[src/rtl/if_id_queue_pkg.sv]
// -----------------------------------------------------------------------------
// if_id_queue_pkg
//   Shared constants for the IF/ID fetch queue and the pipeline controller.
//
//   Stall-bit encoding: the controller drives one stall bit per pipeline stage.
//   Stop (1) freezes that stage and NoStop (0) lets it advance. The IF/ID queue
//   reads its own bit (stall[STAGE]) and the next stage's bit (stall[STAGE+1])
//   with exactly the same encoding the controller uses, so any change here must
//   be mirrored in the controller.
//
//   IfqCntBus(depth) gives the width of an occupancy counter able to hold
//   0..depth inclusive.
// -----------------------------------------------------------------------------
`ifndef IfqCntBus
`define IfqCntBus(depth) ($clog2((depth) + 1))
`endif

package if_id_queue_pkg;

  localparam logic [31:0] ZeroWord  = 32'h0000_0000;
  localparam logic        RstEnable = 1'b1;

  // Stall-vector bit values, shared with the pipeline controller.
  localparam logic        Stop      = 1'b1;
  localparam logic        NoStop    = 1'b0;

endpackage : if_id_queue_pkg

[src/rtl/if_id_queue_mem.sv]
// -----------------------------------------------------------------------------
// ifq_mem
//   DEPTH x WIDTH storage array for the IF/ID fetch queue.
//   Synchronous write port, asynchronous read of the head entry so the output
//   register can load it in the same cycle it is popped. Contents are not reset:
//   occupancy is tracked by the owning queue, so stale entries are never read.
//
//   Ports:
//     clk    in   clock
//     we     in   write enable
//     waddr  in   write address (tail pointer)
//     wdata  in   write data {pc, inst}
//     raddr  in   read address (head pointer)
//     rdata  out  head entry
// -----------------------------------------------------------------------------
module ifq_mem #(
  parameter int DEPTH = 4,
  parameter int WIDTH = 64,
  parameter int PTR_W = $clog2(DEPTH)
) (
  input  logic             clk,
  input  logic             we,
  input  logic [PTR_W-1:0] waddr,
  input  logic [WIDTH-1:0] wdata,
  input  logic [PTR_W-1:0] raddr,
  output logic [WIDTH-1:0] rdata
);

  logic [WIDTH-1:0] mem_q [DEPTH];

  always_ff @(posedge clk) begin
    if (we) begin
      mem_q[waddr] <= wdata;
    end
  end

  assign rdata = mem_q[raddr];

endmodule : ifq_mem

[src/rtl/if_id_queue.sv]
// -----------------------------------------------------------------------------
// if_id_queue
//   IF/ID pipeline register with a DEPTH-entry fetch queue in front of it.
//   Fetched instructions are buffered while ID is stalled instead of being
//   re-fetched. The ID-facing outputs are registered; with an empty queue and
//   no stall an incoming instruction bypasses the array, giving one cycle of
//   latency exactly like a plain IF/ID register.
//
//   Ports:
//     clk, rst           clock, synchronous active-high reset
//     if_valid/pc/inst   fetched instruction from IF
//     stall              controller stall vector (1 = Stop)
//     flush              exception/redirect flush, empties the queue
//     if_full            registered queue-full stall request to the controller
//     q_count            registered queue occupancy
//     id_pc/inst/valid   registered instruction presented to ID (valid=0: bubble)
//     occ_max            high-water mark of q_count (only with IFQ_OCC_MAX_EN)
//
//   Optional feature macro: IFQ_OCC_MAX_EN adds the occ_max port and logic.
// -----------------------------------------------------------------------------
module if_id_queue
  import if_id_queue_pkg::*;
#(
  parameter int ADDR_W  = 32,
  parameter int INST_W  = 32,
  parameter int DEPTH   = 4,
  parameter int STALL_W = 6,
  parameter int STAGE   = 1
) (
  input  logic                       clk,
  input  logic                       rst,
  input  logic                       if_valid,
  input  logic [ADDR_W-1:0]          if_pc,
  input  logic [INST_W-1:0]          if_inst,
  input  logic [STALL_W-1:0]         stall,
  input  logic                       flush,
  output logic                       if_full,
  output logic [$clog2(DEPTH+1)-1:0] q_count,
  output logic [ADDR_W-1:0]          id_pc,
  output logic [INST_W-1:0]          id_inst,
  output logic                       id_valid
`ifdef IFQ_OCC_MAX_EN
  ,
  output logic [$clog2(DEPTH+1)-1:0] occ_max
`endif
);

  localparam int PTR_W = $clog2(DEPTH);
  localparam int CNT_W = $clog2(DEPTH + 1);
  localparam int ENT_W = ADDR_W + INST_W;

  logic [PTR_W-1:0]  wr_ptr_q, wr_ptr_d;
  logic [PTR_W-1:0]  rd_ptr_q, rd_ptr_d;
  logic [CNT_W-1:0]  cnt_q, cnt_d;
  logic              full_q, full_d;
  logic [ADDR_W-1:0] id_pc_q, id_pc_d;
  logic [INST_W-1:0] id_inst_q, id_inst_d;
  logic              id_valid_q, id_valid_d;

  logic              push;
  logic              wr_en;
  logic              pop;
  logic [ENT_W-1:0]  head;

  // Only two bits of the controller vector concern this stage.
  logic unused_stall_bits;
  assign unused_stall_bits = ^stall;

  ifq_mem #(
    .DEPTH (DEPTH),
    .WIDTH (ENT_W),
    .PTR_W (PTR_W)
  ) u_mem (
    .clk   (clk),
    .we    (wr_en),
    .waddr (wr_ptr_q),
    .wdata ({if_pc, if_inst}),
    .raddr (rd_ptr_q),
    .rdata (head)
  );

  always_comb begin
    // Registered full flag gates the push; a same-cycle pop does not make room.
    push       = if_valid && !full_q && !flush;
    wr_en      = 1'b0;
    pop        = 1'b0;
    wr_ptr_d   = wr_ptr_q;
    rd_ptr_d   = rd_ptr_q;
    cnt_d      = cnt_q;
    full_d     = full_q;
    id_pc_d    = id_pc_q;
    id_inst_d  = id_inst_q;
    id_valid_d = id_valid_q;

    if (flush) begin
      wr_ptr_d   = '0;
      rd_ptr_d   = '0;
      cnt_d      = '0;
      full_d     = 1'b0;
      id_pc_d    = ADDR_W'(ZeroWord);
      id_inst_d  = INST_W'(ZeroWord);
      id_valid_d = 1'b0;
    end else begin
      if (stall[STAGE] == Stop) begin
        // Stage frozen: IF may still deposit into the queue.
        wr_en = push;
        if (stall[STAGE+1] == NoStop) begin
          id_pc_d    = ADDR_W'(ZeroWord);
          id_inst_d  = INST_W'(ZeroWord);
          id_valid_d = 1'b0;
        end
      end else if (cnt_q != '0) begin
        // Oldest entry first; a push joins the tail behind it.
        pop        = 1'b1;
        wr_en      = push;
        id_pc_d    = head[ENT_W-1:INST_W];
        id_inst_d  = head[INST_W-1:0];
        id_valid_d = 1'b1;
      end else if (push) begin
        // Empty queue: straight into the output register, array untouched.
        id_pc_d    = if_pc;
        id_inst_d  = if_inst;
        id_valid_d = 1'b1;
      end else begin
        id_pc_d    = ADDR_W'(ZeroWord);
        id_inst_d  = INST_W'(ZeroWord);
        id_valid_d = 1'b0;
      end

      // Pointer width equals log2(DEPTH), so the increment wraps modulo DEPTH.
      if (wr_en) wr_ptr_d = wr_ptr_q + PTR_W'(1);
      if (pop)   rd_ptr_d = rd_ptr_q + PTR_W'(1);
      cnt_d  = cnt_q + CNT_W'(wr_en) - CNT_W'(pop);
      full_d = (cnt_d == CNT_W'(DEPTH));
    end
  end

  always_ff @(posedge clk) begin
    if (rst == RstEnable) begin
      wr_ptr_q   <= '0;
      rd_ptr_q   <= '0;
      cnt_q      <= '0;
      full_q     <= 1'b0;
      id_pc_q    <= ADDR_W'(ZeroWord);
      id_inst_q  <= INST_W'(ZeroWord);
      id_valid_q <= 1'b0;
    end else begin
      wr_ptr_q   <= wr_ptr_d;
      rd_ptr_q   <= rd_ptr_d;
      cnt_q      <= cnt_d;
      full_q     <= full_d;
      id_pc_q    <= id_pc_d;
      id_inst_q  <= id_inst_d;
      id_valid_q <= id_valid_d;
    end
  end

`ifdef IFQ_OCC_MAX_EN
  // High-water mark of occupancy; survives flush, cleared only by reset.
  logic [CNT_W-1:0] occ_max_q, occ_max_d;

  always_comb begin
    occ_max_d = (cnt_d > occ_max_q) ? cnt_d : occ_max_q;
  end

  always_ff @(posedge clk) begin
    if (rst == RstEnable) begin
      occ_max_q <= '0;
    end else begin
      occ_max_q <= occ_max_d;
    end
  end

  assign occ_max = occ_max_q;
`endif

  assign if_full  = full_q;
  assign q_count  = cnt_q;
  assign id_pc    = id_pc_q;
  assign id_inst  = id_inst_q;
  assign id_valid = id_valid_q;

endmodule : if_id_queue
[config.mk]
export PLATFORM = sky130hd
export DESIGN_NAME = if_id_queue
export DESIGN_NICKNAME = d
export VERILOG_FILES = /design/src/rtl/if_id_queue_pkg.sv /design/src/rtl/if_id_queue_mem.sv /design/src/rtl/if_id_queue.sv
export SDC_FILE = /design/constraint.sdc
export NUM_CORES = 1
export LEC_CHECK = 0
export CORE_ASPECT_RATIO = 2
export CORE_MARGIN = 2
export CORE_UTILIZATION = 23
export DETAILED_ROUTE_END_ITERATION = 10
export GPL_TIMING_DRIVEN = 0
export PLACE_DENSITY = 0.36
export SYNTH_ARGS = -nofsm -noshare
export SYNTH_HDL_FRONTEND = slang
export SYNTH_SLANG_ARGS = --single-unit
export TNS_END_PERCENT = 100
[constraint.sdc]
create_clock -name clk -period 4.3 [get_ports clk]
set_input_delay 1.075 -clock clk [delete_from_list [all_inputs] [get_ports clk]]
set_output_delay 1.075 -clock clk [all_outputs]
set_load 0.01 [all_outputs]
Yosys cells after proc, flatten, opt, wreduce, memory -nomap -nowiden
Memories as Yosys holds them, arrays and structs flattened. A register that Yosys moved wholly into a read port is not among the register bits.
Index checks and enable logic that the tools add are counted.
{"block": "classes", "n_addsub": 4, "eq_ne": 2, "n_mux": 22, "n_reduce_logical": 6}
{"cell": "32-bit two-way mux", "n": 7}
{"cell": "1-bit two-way mux", "n": 13}
{"cell": "2-bit by 1-bit adder with 2-bit output, second input constant", "n": 2}
{"cell": "2-bit two-way mux", "n": 2}
{"cell": "3-bit by 1-bit adder with 3-bit output", "n": 1}
{"cell": "3-bit equality test, second input constant", "n": 1}
{"cell": "3-bit nonzero test", "n": 1}
{"cell": "3-bit by 1-bit subtractor with 3-bit output", "n": 1}
{"cell": "1-bit logical AND", "n": 2}
{"cell": "1-bit zero test", "n": 2}
{"cell": "2-bit inequality test, second input constant", "n": 1}
{"cell": "2-bit OR reduction", "n": 1}
{"block": "word_totals", "register_bits": 73, "ram_bits": 256, "in_bits": 74, "out_inout_bits": 69, "elab_cells": 42, "mem_count": 1}
{"memory": "u_mem.mem_q", "depth": 4, "width": 64, "rd": 1, "rd_clocked_by_memory_dff": 1, "write_ports": 1, "line": "if_id_queue_mem.sv:29", "rtl": "logic [WIDTH-1:0] mem_q [DEPTH];"}

Depth between registers and ports, before layout
Gate-level depths: netlist (run 1).
{"block": "depth", "ltp_word": 9, "mapped_depth": 10, "ltp_nobuf": 8}

Hierarchy
From an unflattened synthesis (run 1), not the netlist that was laid out.
{"block": "hier_totals", "hier_cells": 599, "area_unflattened_um2": 12316.8}
{"mod": "ifq_mem", "instances": 1, "cells_per_inst": 338, "area_per_inst_um2": 9341.5, "seq_area_each_um2": 7687.4}
{"mod": "if_id_queue", "instances": 1, "cells_per_inst": 261, "area_per_inst_um2": 2975.4, "seq_area_each_um2": 1461.4}

Worst setup path before layout (run 1)
No wires, ideal clock.
{"block": "synth_timing", "kind": "input to register", "startpoint": "in flush", "endpoint": "mem u_mem.mem_q[0][0] (enable)", "arrival_time_ns": 3.256, "t_required_ns": 3.871, "slack_ns": 0.615, "cell_stages": 4, "cell_sequence": "nor3b_2 > buf_2 > o21a_4 > and2_1"}
{"block": "synth_between", "elab_chain_len": 8}
{"item": "from (decl)", "line": "if_id_queue.sv:36", "rtl": "input logic flush,"}
{"item": "1-bit zero test", "line": "if_id_queue.sv:84", "rtl": "push = if_valid && !full_q && !flush;"}
{"item": "1-bit logical AND", "line": "if_id_queue.sv:84"}
{"item": "1-bit two-way mux", "line": "if_id_queue.sv:112", "rtl": "end else if (cnt_q != '0) begin"}
{"item": "1-bit two-way mux", "line": "if_id_queue.sv:104", "rtl": "if (stall[STAGE] == Stop) begin"}
{"item": "1-bit two-way mux", "line": "if_id_queue.sv:95", "rtl": "if (flush) begin"}
{"item": "1-bit two-way mux (*)", "line": "if_id_queue.sv:95"}
{"item": "1-bit two-way mux (*)", "line": "if_id_queue_mem.sv:32", "rtl": "if (we) begin"}
{"item": "1-bit two-way mux (implied by the code) (*)", "line": "if_id_queue_mem.sv:33", "rtl": "mem_q[waddr] <= wdata;"}
{"item": "to (decl)", "line": "if_id_queue_mem.sv:29"}
Mark *: on every way between the ends. The rest lies on a longest branch, timed or not. The select of a mux whose other input is x is not followed.

Final worst setup path (run 1)
{"block": "layout_timing", "startpoint": "in flush", "endpoint": "reg full_q, in the netlist if_full"}
{"block": "layout_between", "elab_chain_len": 8, "word_cells_on_any_way": 9, "cone_classes": "add/sub: 2; eq/ne: 1; mux: 3; reduce/logical: 3"}
{"item": "1-bit zero test", "line": "if_id_queue.sv:84"}
{"item": "1-bit logical AND", "line": "if_id_queue.sv:84"}
{"item": "1-bit two-way mux", "line": "if_id_queue.sv:112"}
{"item": "1-bit two-way mux", "line": "if_id_queue.sv:104"}
{"item": "1-bit two-way mux", "line": "if_id_queue.sv:95"}
{"item": "3-bit by 1-bit adder with 3-bit output", "line": "if_id_queue.sv:133", "rtl": "cnt_d = cnt_q + CNT_W'(wr_en) - CNT_W'(pop);"}
{"item": "3-bit by 1-bit subtractor with 3-bit output", "line": "if_id_queue.sv:133"}
{"item": "3-bit equality test", "line": "if_id_queue.sv:134", "rtl": "full_d = (cnt_d == CNT_W'(DEPTH));"}
{"item": "to (signal assigned)", "line": "if_id_queue.sv:151", "rtl": "full_q <= full_d;"}
{"item": "to (decl)", "line": "if_id_queue.sv:55", "rtl": "logic full_q, full_d;"}
Parallel ways exist; a longest one is shown, timed or not. The select of a mux whose other input is x is not followed.
A chain may end at the register's enable or synchronous reset.

==> run summary, run 1 <==
After layout, the worst path uses between 80% and 90% of the clock period. The global-route wire length before repair is just under 60,000 µm. The fraction of final layout cells with drive strength greater than 1 came out at between 20% and 30%. The biggest area contributor in the post-synthesis netlist is sky130_fd_sc_hd__edfxtp_1. The worst clock skew is about 0.016 ns. From bottom edge to top edge, the die measures roughly 340 µm. The number of antenna violations at the first check in global routing came out at 2. Compared with the post-synthesis result, the final layout area differs by 27.3%. Routability-driven placement finished with a final weighted congestion of about 0.69. The count of cells resized by post-cts repair is 0. The CTS tree is yes.

The net count of the finished layout is just over 1,000. By area the synthesized netlist is led by sky130_fd_sc_hd__edfxtp_1 58%, sky130_fd_sc_hd__dfxtp_1 11%, sky130_fd_sc_hd__mux4_2 11%, sky130_fd_sc_hd__a221oi_2 5.6%, sky130_fd_sc_hd__a32oi_1 3.5%. The clock transition time at the flip-flop clock pins of the worst setup and hold paths came out at about 0.060 ns. Port buffering added ~140 buffers.

The net switching power of the design is ~0.0015 W. The count of boundary I/O pins is 143. The H-tree was split into 2 levels.

In this run the deepest clock path goes through 3 buffers. The area of the core region is 56,800 µm². The non-filler instance count after layout is around 1,700.

The total of fill cells in the finished design is approximately 5,800. Adding up every negative setup slack in the final design gives 0 ns. The floorplan step set the die width to around 170 µm. The flop and latch count out of synthesis is between 300 and 400.

Post-CTS timing repair inserted 0 buffers for setup. Setup repair after global routing left no endpoint under its margin. The kind of end point of the critical path is a flip-flop. For this configuration, the core starts out at a cell density of around 23%. The netlist area before placement came out at 13,100 µm².

The CTS buffer count came out at 36. Net switching is between 20% and 30% of the power. The total half-perimeter wirelength after legalization and detailed placement is between 20,000 and 25,000 µm. The post-route antenna net violation count is 0. The synthesized netlist net count is approximately 840. The worst ir drop on vdd is 0.000248 V. The clock insertion delay at the later pin of the skew report came out at 0.53 ns. Subtracting the final worst setup slack from the clock period gives approximately 3.7 ns.

The peak clock frequency supported by timing came out at around 270 MHz. The number of DRC markers after the initial detailed-route iteration is 557. The mean routed wirelength per cell is 23.0 µm. The sequential cell area in the final layout is 9190 µm². The share of total power in sequential cells is between 50% and 60%. The worst pin sits at a relative slew slack of 36.9%. The min-delay analysis places its worst path in the category reg -> reg. The internal power of the cells came out at 0.00546 W.

The number of sinks on the clock net came out at around 330. For the pin with the worst max-slew slack, the measured transition is 0.946 ns. The wire length after detailed routing is around 40,000 µm. The iteration count of the initial detailed-routing pass is 5.

The hold violation total from the final report is 0. The area enclosed by the die boundary came out at 59,200 µm². The fraction of synthesized cell area taken by the top area cell type is between 50% and 60%. The share of the yosys chip area belonging to registers came out at a little over two thirds. STA puts the critical path data arrival time at approximately 4.1 ns. Row generation in the floorplan step produced about 120 rows. In the global route stage, overall resource usage came out at 13.3%. The worst slack on hold paths came out at between 0.4 and 0.5 ns. The number of distinct library cells after synthesis came out at 36. The leakage power of the design came out at between 4 and 5 nW. The highest net fanout along the worst path came out at 10. The via count of the first global-routing pass is between 8,000 and 9,000. The hold buffer count at cts came out at 0.

In this run the clock root is driven by a sky130_fd_sc_hd__clkbuf_16. The critical path in this run is classified as in -> reg. The total global routing overflow is 0.

The total count of max-transition violations in the final report is 0. STA classifies the critical path startpoint as an input pin. The final number of setup-violating endpoints is 0.

The run finished with clean final reports. The power share of the combinational group came out at roughly 6.0%. The worst path meets setup with around 0.6 ns of slack.

The number of vias after detailed routing came out at a little under 8,000. The largest net degree at the start of global routing came out at 45. The via density per instance is roughly 4.5. The area taken by multi-input logic gates is 3640 µm².

Once placement completed, the tool counted placed cells totaling 1,661. Synthesis handed over a netlist of ~760 instances. For this design the ratio of total power to cell area is around 420 nW/µm². The number of max-cap violations came out at 0. A synthesized cell averages 17.2 µm². Prior to clock tree synthesis, the placed netlist has a worst setup slack of between 0.02 and 0.03 ns.

The clock share of power is between 40% and 50%. The number of antenna cells inserted is 0. The Yosys step of the flow raised 0 warnings. The data required time at the worst endpoint came out at 4.71 ns. The DRC violations left is 0.
==> stage by stage <==
step / power [W] / cell area [µm²] / util, %
6_report: 0.00701 / 16700 / 29.5
5_1_grt: 0.00725 / 16700 / 29.5
4_1_cts: 0.00712 / 16700 / 29.5
3_5_place_dp: 0.00400 / 15600 / 27.5
3_3_place_gp: 0.00400 / 15500 / 27.3
2_1_floorplan: 0.00376 / 13100 / -
==> Yosys cell counts <==
cell	count
sky130_fd_sc_hd__a21oi_1	3
sky130_fd_sc_hd__a221oi_2	49
sky130_fd_sc_hd__clkbuf_2	1
sky130_fd_sc_hd__nor4_1	1
sky130_fd_sc_hd__a211oi_1	1
sky130_fd_sc_hd__buf_6	5
sky130_fd_sc_hd__buf_1	2
sky130_fd_sc_hd__buf_2	22
sky130_fd_sc_hd__a32oi_1	53
sky130_fd_sc_hd__or3_1	3
sky130_fd_sc_hd__dfxtp_1	75
sky130_fd_sc_hd__edfxtp_1	256
sky130_fd_sc_hd__o2111ai_1	1
sky130_fd_sc_hd__nor2_1	4
sky130_fd_sc_hd__inv_1	4
sky130_fd_sc_hd__nor3b_2	1
sky130_fd_sc_hd__mux2_4	1
sky130_fd_sc_hd__mux4_2	64
sky130_fd_sc_hd__buf_4	2
sky130_fd_sc_hd__nand2_1	120
sky130_fd_sc_hd__o31ai_1	2
sky130_fd_sc_hd__or4_1	1
sky130_fd_sc_hd__o21a_4	1
sky130_fd_sc_hd__o21ai_1	1
sky130_fd_sc_hd__fa_1	1
sky130_fd_sc_hd__nand3_1	22
sky130_fd_sc_hd__clkbuf_1	33
sky130_fd_sc_hd__xnor2_1	2
sky130_fd_sc_hd__nand4_1	11
sky130_fd_sc_hd__and2_1	7
sky130_fd_sc_hd__or2_1	1
sky130_fd_sc_hd__a221oi_1	4
sky130_fd_sc_hd__nor3_2	1
sky130_fd_sc_hd__ha_1	5
sky130_fd_sc_hd__nor3_1	2
sky130_fd_sc_hd__nor4bb_1	1
==> path summary, 6_finish.rpt <==
path,cells after the start,slack (ns),end,from
worst max register to register,8,1.39,if_full,if_full
worst min register to register,2,0.45,id_pc[8],id_pc[8]
worst max-delay path,9,0.60,if_full,flush
worst min-delay path,2,0.45,id_pc[8],id_pc[8]
==> final cells by class <==
type | instances | area share (%)
sequential | 331 | 54.9
multi-input combinational | 363 | 21.7
timing repair buffer | 142 | 8.91
clock buffer | 47 | 5.99
tap | 756 | 5.65
buffer | 65 | 1.90
clock inverter | 15 | 0.859
inverter | 4 | 0.0897
==> placed cells by master, fill, tap and decap left out, types with 4 or more instances in the layout <==
master,n
sky130_fd_sc_hd__nand3_1,22
sky130_fd_sc_hd__and2_4,4
sky130_fd_sc_hd__a221oi_2,49
sky130_fd_sc_hd__buf_2,22
sky130_fd_sc_hd__clkinv_2,7
sky130_fd_sc_hd__ha_1,5
sky130_fd_sc_hd__clkbuf_16,37
sky130_fd_sc_hd__edfxtp_1,256
sky130_fd_sc_hd__a32oi_1,53
sky130_fd_sc_hd__nand4_1,11
sky130_fd_sc_hd__nor2_1,4
sky130_fd_sc_hd__buf_6,5
sky130_fd_sc_hd__clkbuf_8,4
sky130_fd_sc_hd__inv_1,4
sky130_fd_sc_hd__buf_16,4
sky130_fd_sc_hd__nand2_1,120
sky130_fd_sc_hd__dfxtp_1,75
sky130_fd_sc_hd__a221oi_1,4
sky130_fd_sc_hd__clkinv_1,5
sky130_fd_sc_hd__clkdlybuf4s50_1,138
sky130_fd_sc_hd__clkbuf_1,39
sky130_fd_sc_hd__mux4_2,64
==> kinds of logic (layout without fill, tap and decap cells) <==
family                     after synthesis  count (layout)  share of synthesized area (%)
xor gates and xnor gates                 2               2                          0.133
muxes                                   65              65                           11.1
DFF                                    331             331                           69.9
buffers and inverters                   69             273                           2.53
AOI/OAI and AO/OA                      115             115                           9.90
and+or+nand+nor                        175             175                           5.85
adders and majority gates                6               6                          0.628
==> sequential cells by signal, summed over array words and instances, names as in the netlist, named ones only <==
name and flops:
rd_ptr_q 2, id_pc 32, id_valid 1, q_count 3, wr_ptr_q 2, if_full 1, u_mem.mem_q 256, id_inst 32
==> power groups by stage <==
stage	clock [W]	sequential (W)	combinational, W
2_1_floorplan	0	0.00357	0.000188
3_3_place_gp	0	0.00357	0.000423
3_5_place_dp	0	0.00357	0.000433
4_1_cts	0.00318	0.00350	0.000434
5_1_grt	0.00329	0.00350	0.000459
6_report	0.00308	0.00350	0.000424
==> per-layer routing <==
metal  GRT usage, %  wire (µm)  share of wire, %
met3           3.20       2370               6.0
met4           3.32        731               1.8
met1           17.0      17100                43
met2           22.6      19300                49
met5              0         24             0.061
==> worst max-delay path, cell delays in order <==
cell	delay, ns
sky130_fd_sc_hd__clkdlybuf4s50_1	0.50
sky130_fd_sc_hd__nor3b_2	0.63
sky130_fd_sc_hd__buf_2	0.41
sky130_fd_sc_hd__buf_2	0.34
sky130_fd_sc_hd__nand2_1	0.10
sky130_fd_sc_hd__nand2_1	0.11
sky130_fd_sc_hd__ha_1	0.17
sky130_fd_sc_hd__fa_1	0.43
sky130_fd_sc_hd__nor4_1	0.34
(Power assumes the default switching activity.)
==> run 2: changes to the inputs <==
--- a/config.mk
+++ b/config.mk
@@ -11,6 +11,7 @@
 export DETAILED_ROUTE_END_ITERATION = 10
 export GPL_TIMING_DRIVEN = 0
 export PLACE_DENSITY = 0.36
+export SKIP_LAST_GASP = 1
 export SYNTH_ARGS = -nofsm -noshare
 export SYNTH_HDL_FRONTEND = slang
 export SYNTH_SLANG_ARGS = --single-unit
==> results of run 2 <==
Same layout as run 1: the final DEF is identical, and so are final timing and power.
==> run 3: changes to the inputs <==
--- a/config.mk
+++ b/config.mk
@@ -7,10 +7,10 @@
 export LEC_CHECK = 0
 export CORE_ASPECT_RATIO = 2
 export CORE_MARGIN = 2
-export CORE_UTILIZATION = 23
+export CORE_UTILIZATION = 35
 export DETAILED_ROUTE_END_ITERATION = 10
 export GPL_TIMING_DRIVEN = 0
-export PLACE_DENSITY = 0.36
+export PLACE_DENSITY = 0.51
 export SKIP_LAST_GASP = 1
 export SYNTH_ARGS = -nofsm -noshare
 export SYNTH_HDL_FRONTEND = slang
==> run summary, run 3 (synthesized netlist as in run 1, its figures left out) <==
The power density over the cells came out at slightly above 400 nW/µm². The CTS buffer count came out at 30. The final weighted congestion in routability-driven placement is about 0.72. The count of cells resized by post-cts repair is 0.

The cell area after layout came out at about 16,000 µm². Summed over all layers, the routed wires come to ~35,000 µm. The number of buffers added on ports came out at 138.

The transition time of the tightest slew-check pin came out at 0.831 ns. Dividing the detail-routed via count by the number of cells gives 5.44. The hold buffer count at cts is 0.

The number of DRC markers after the initial detailed-route iteration came out at 407. STA classifies the critical path endpoint as a flip-flop. The starting density of the core is a little over a third. The worst setup path is launched from an input pin. The post-layout total power is about 0.0066 W. In this run the number of H-tree levels came out at 1. The DRC violations left came out at 0.

The top cell types in the final layout, fill and taps aside, are 256 x sky130_fd_sc_hd__edfxtp_1, 138 x sky130_fd_sc_hd__clkdlybuf4s50_1, 120 x sky130_fd_sc_hd__nand2_1, 75 x sky130_fd_sc_hd__dfxtp_1, 64 x sky130_fd_sc_hd__mux4_2. Of the total power, combinational logic draws around 6.2%. The number of sinks on the clock net is between 300 and 400. The worst clock skew is 0.0110 ns. The library cell used most frequently in the layout, excluding fill and tap cells, is sky130_fd_sc_hd__edfxtp_1.

Compared with the post-synthesis result, the final layout area differs by 23.4%. The critical path's largest stage delay is about 0.7 ns. The post-route antenna net violation count came out at 0.

The data required time at the worst endpoint is 4.77 ns. The final critical path time including I/O delays and setup is roughly 3.6 ns. Ranked by flip-flop count, first place goes to u_mem.mem_q. The number of antenna cells inserted came out at 0. The net count of the finished layout came out at between 1,000 and 1,500. The fraction of final layout cells with drive strength greater than 1 came out at 21.0%. The first global-routing pass estimated between 50,000 and 60,000 µm of wire. Entering global routing, the biggest net connects 39 pins.

The horizontal extent of the die came out at 141 µm. The total half-perimeter wirelength after legalization and detailed placement came out at between 20,000 and 25,000 µm. The total of fill cells in the finished design is 3,315. The via count of the first global-routing pass is about 8,400. In this run, flip-flops and latches consume 53.1% of the power. TritonCTS built the clock tree. The floorplan has 100 rows. The internal power of the cells is just over 0.005 W.

The total global routing overflow is 0. The clock reaches the later pin of the worst-skew pair after between 0.5 and 0.6 ns. The number of antenna violations at the first check in global routing is 0.

In the final timing run, aggregate negative setup slack is 0 ns. The overall global routing resource usage is 17.7%. The number of flip-flops under the largest register name came out at approximately 260. The worst ir drop on vdd came out at between 0.0003 and 0.0004 V. Headroom to the max-slew limit came out at between 40% and 50%. The area of the core region is 37,200 µm².

Traced cell by cell, the critical path runs through clkdlybuf4s50_1, nor3b_2, buf_2, buf_2, nand2_1, nand2_1, ha_1, fa_1, nor4_1. The number of vias after detailed routing came out at 7,724. For this run, the top clock speed supported by timing is 276 MHz. The share of the clock period used by the worst path after layout is 84.4%.

The slowest stage of the critical path belongs to the cell sky130_fd_sc_hd__nor3b_2. The total count of max-transition violations in the final report came to 0. The number of buffers between clock root and the deepest sink came out at 3. The final number of setup-violating endpoints is 0. The type of the tightest min-delay check is reg -> reg. The clock transition time at the flip-flop clock pins of the worst setup and hold paths is roughly 0.070 ns. The switching part of the total power is 21.8%. In this run the static leakage power is a little under 5 nW. The mean routed wirelength per cell is around 24 µm.

Across the run, the number of max-cap violations was 0. The number of setup buffers added after CTS came out at 0. The count of boundary I/O pins is around 140. Setup repair after global routing left no endpoint under its margin. The critical path is of the in -> reg type. The area enclosed by the die boundary is roughly 39,000 µm². The tree is rooted in a sky130_fd_sc_hd__clkbuf_16. The flow ran to the end, and the final reports show no timing, DRC or antenna violations. The cell area reported after detailed placement came out at about 15,000 µm².

The setup slack of the worst register-to-register path is around 1.4 ns. The first TritonRoute pass finished after 4 iterations. The net switching power of the design is about 0.0014 W. The hold violation total from the final report came to 0. The clock share of power is about 41%. The die height is 278 µm. The data arrival time of the worst path is ~4.1 ns. The highest net fanout along the worst path is 10.
-- run 3: cell count changes in the layout (fill, tap and decap cells not counted), sizes merged --
cell      before  now
bufinv         3    1
clkinvlp       0    3
clkbuf        81   78
clkinv        12    8
-- run 3: stage by stage --
| stage | hold WS, ns | std cells | utilization, % | setup slack [ns] |
|---|---|---|---|---|
| finish | 0.454 | 1420 | 43.6 | 0.672 |
| CTS | 0.461 | 1420 | 43.6 | 0.632 |
| floorplan | 0.455 | 763 | - | 0.615 |
| global route | 0.490 | 1420 | 43.6 | 0.509 |
| detailed placement | 0.444 | 1364 | 41.0 | 0.0344 |
| global placement | 0.440 | 1360 | 40.6 | -2.23 |
-- run 3: critical path: cells and delay by family --
kind,cells,cell delay (ns)
buffers and inverters,3,1.21
and+or+nand+nor,4,1.21
adders and majority gates,2,0.59
-- run 3: path summary, 6_finish.rpt --
kind | from | to | cells past startpoint
max | flush | if_full | 9
min | id_inst[13] | id_inst[13] | 2
max reg2reg | if_full | if_full | 8
min reg2reg | id_inst[13] | id_inst[13] | 2
-- run 3: power by group through the flow --
stage	Sequential (W)	Combinational [W]	Clock, W
6_report	0.00350	0.000409	0.00269
5_1_grt	0.00350	0.000442	0.00285
4_1_cts	0.00350	0.000415	0.00275
3_5_place_dp	0.00357	0.000414	0
3_3_place_gp	0.00357	0.000404	0
2_1_floorplan	0.00357	0.000188	0
-- run 3: cell type report --
class / count / area [µm²] / area share (%)
Buffer: 65 / 318 / 1.96
Tap cell: 459 / 574 / 3.54
Timing Repair Buffer: 142 / 1490 / 9.20
Sequential cell: 331 / 9190 / 56.7
Inverter: 4 / 15.0 / 0.0926
Clock inverter: 12 / 88.8 / 0.548
Clock buffer: 44 / 906 / 5.59
Multi-Input combinational cell: 363 / 3640 / 22.4
-- run 3: metal layers --
metal	global-route usage, %	up-vias	wire length (µm)
met3	2.36	52	1390
met2	34.1	184	19400
li1	-	3453	-
met1	19.9	4035	13000
met5	0	-	0
met4	5.41	0	858
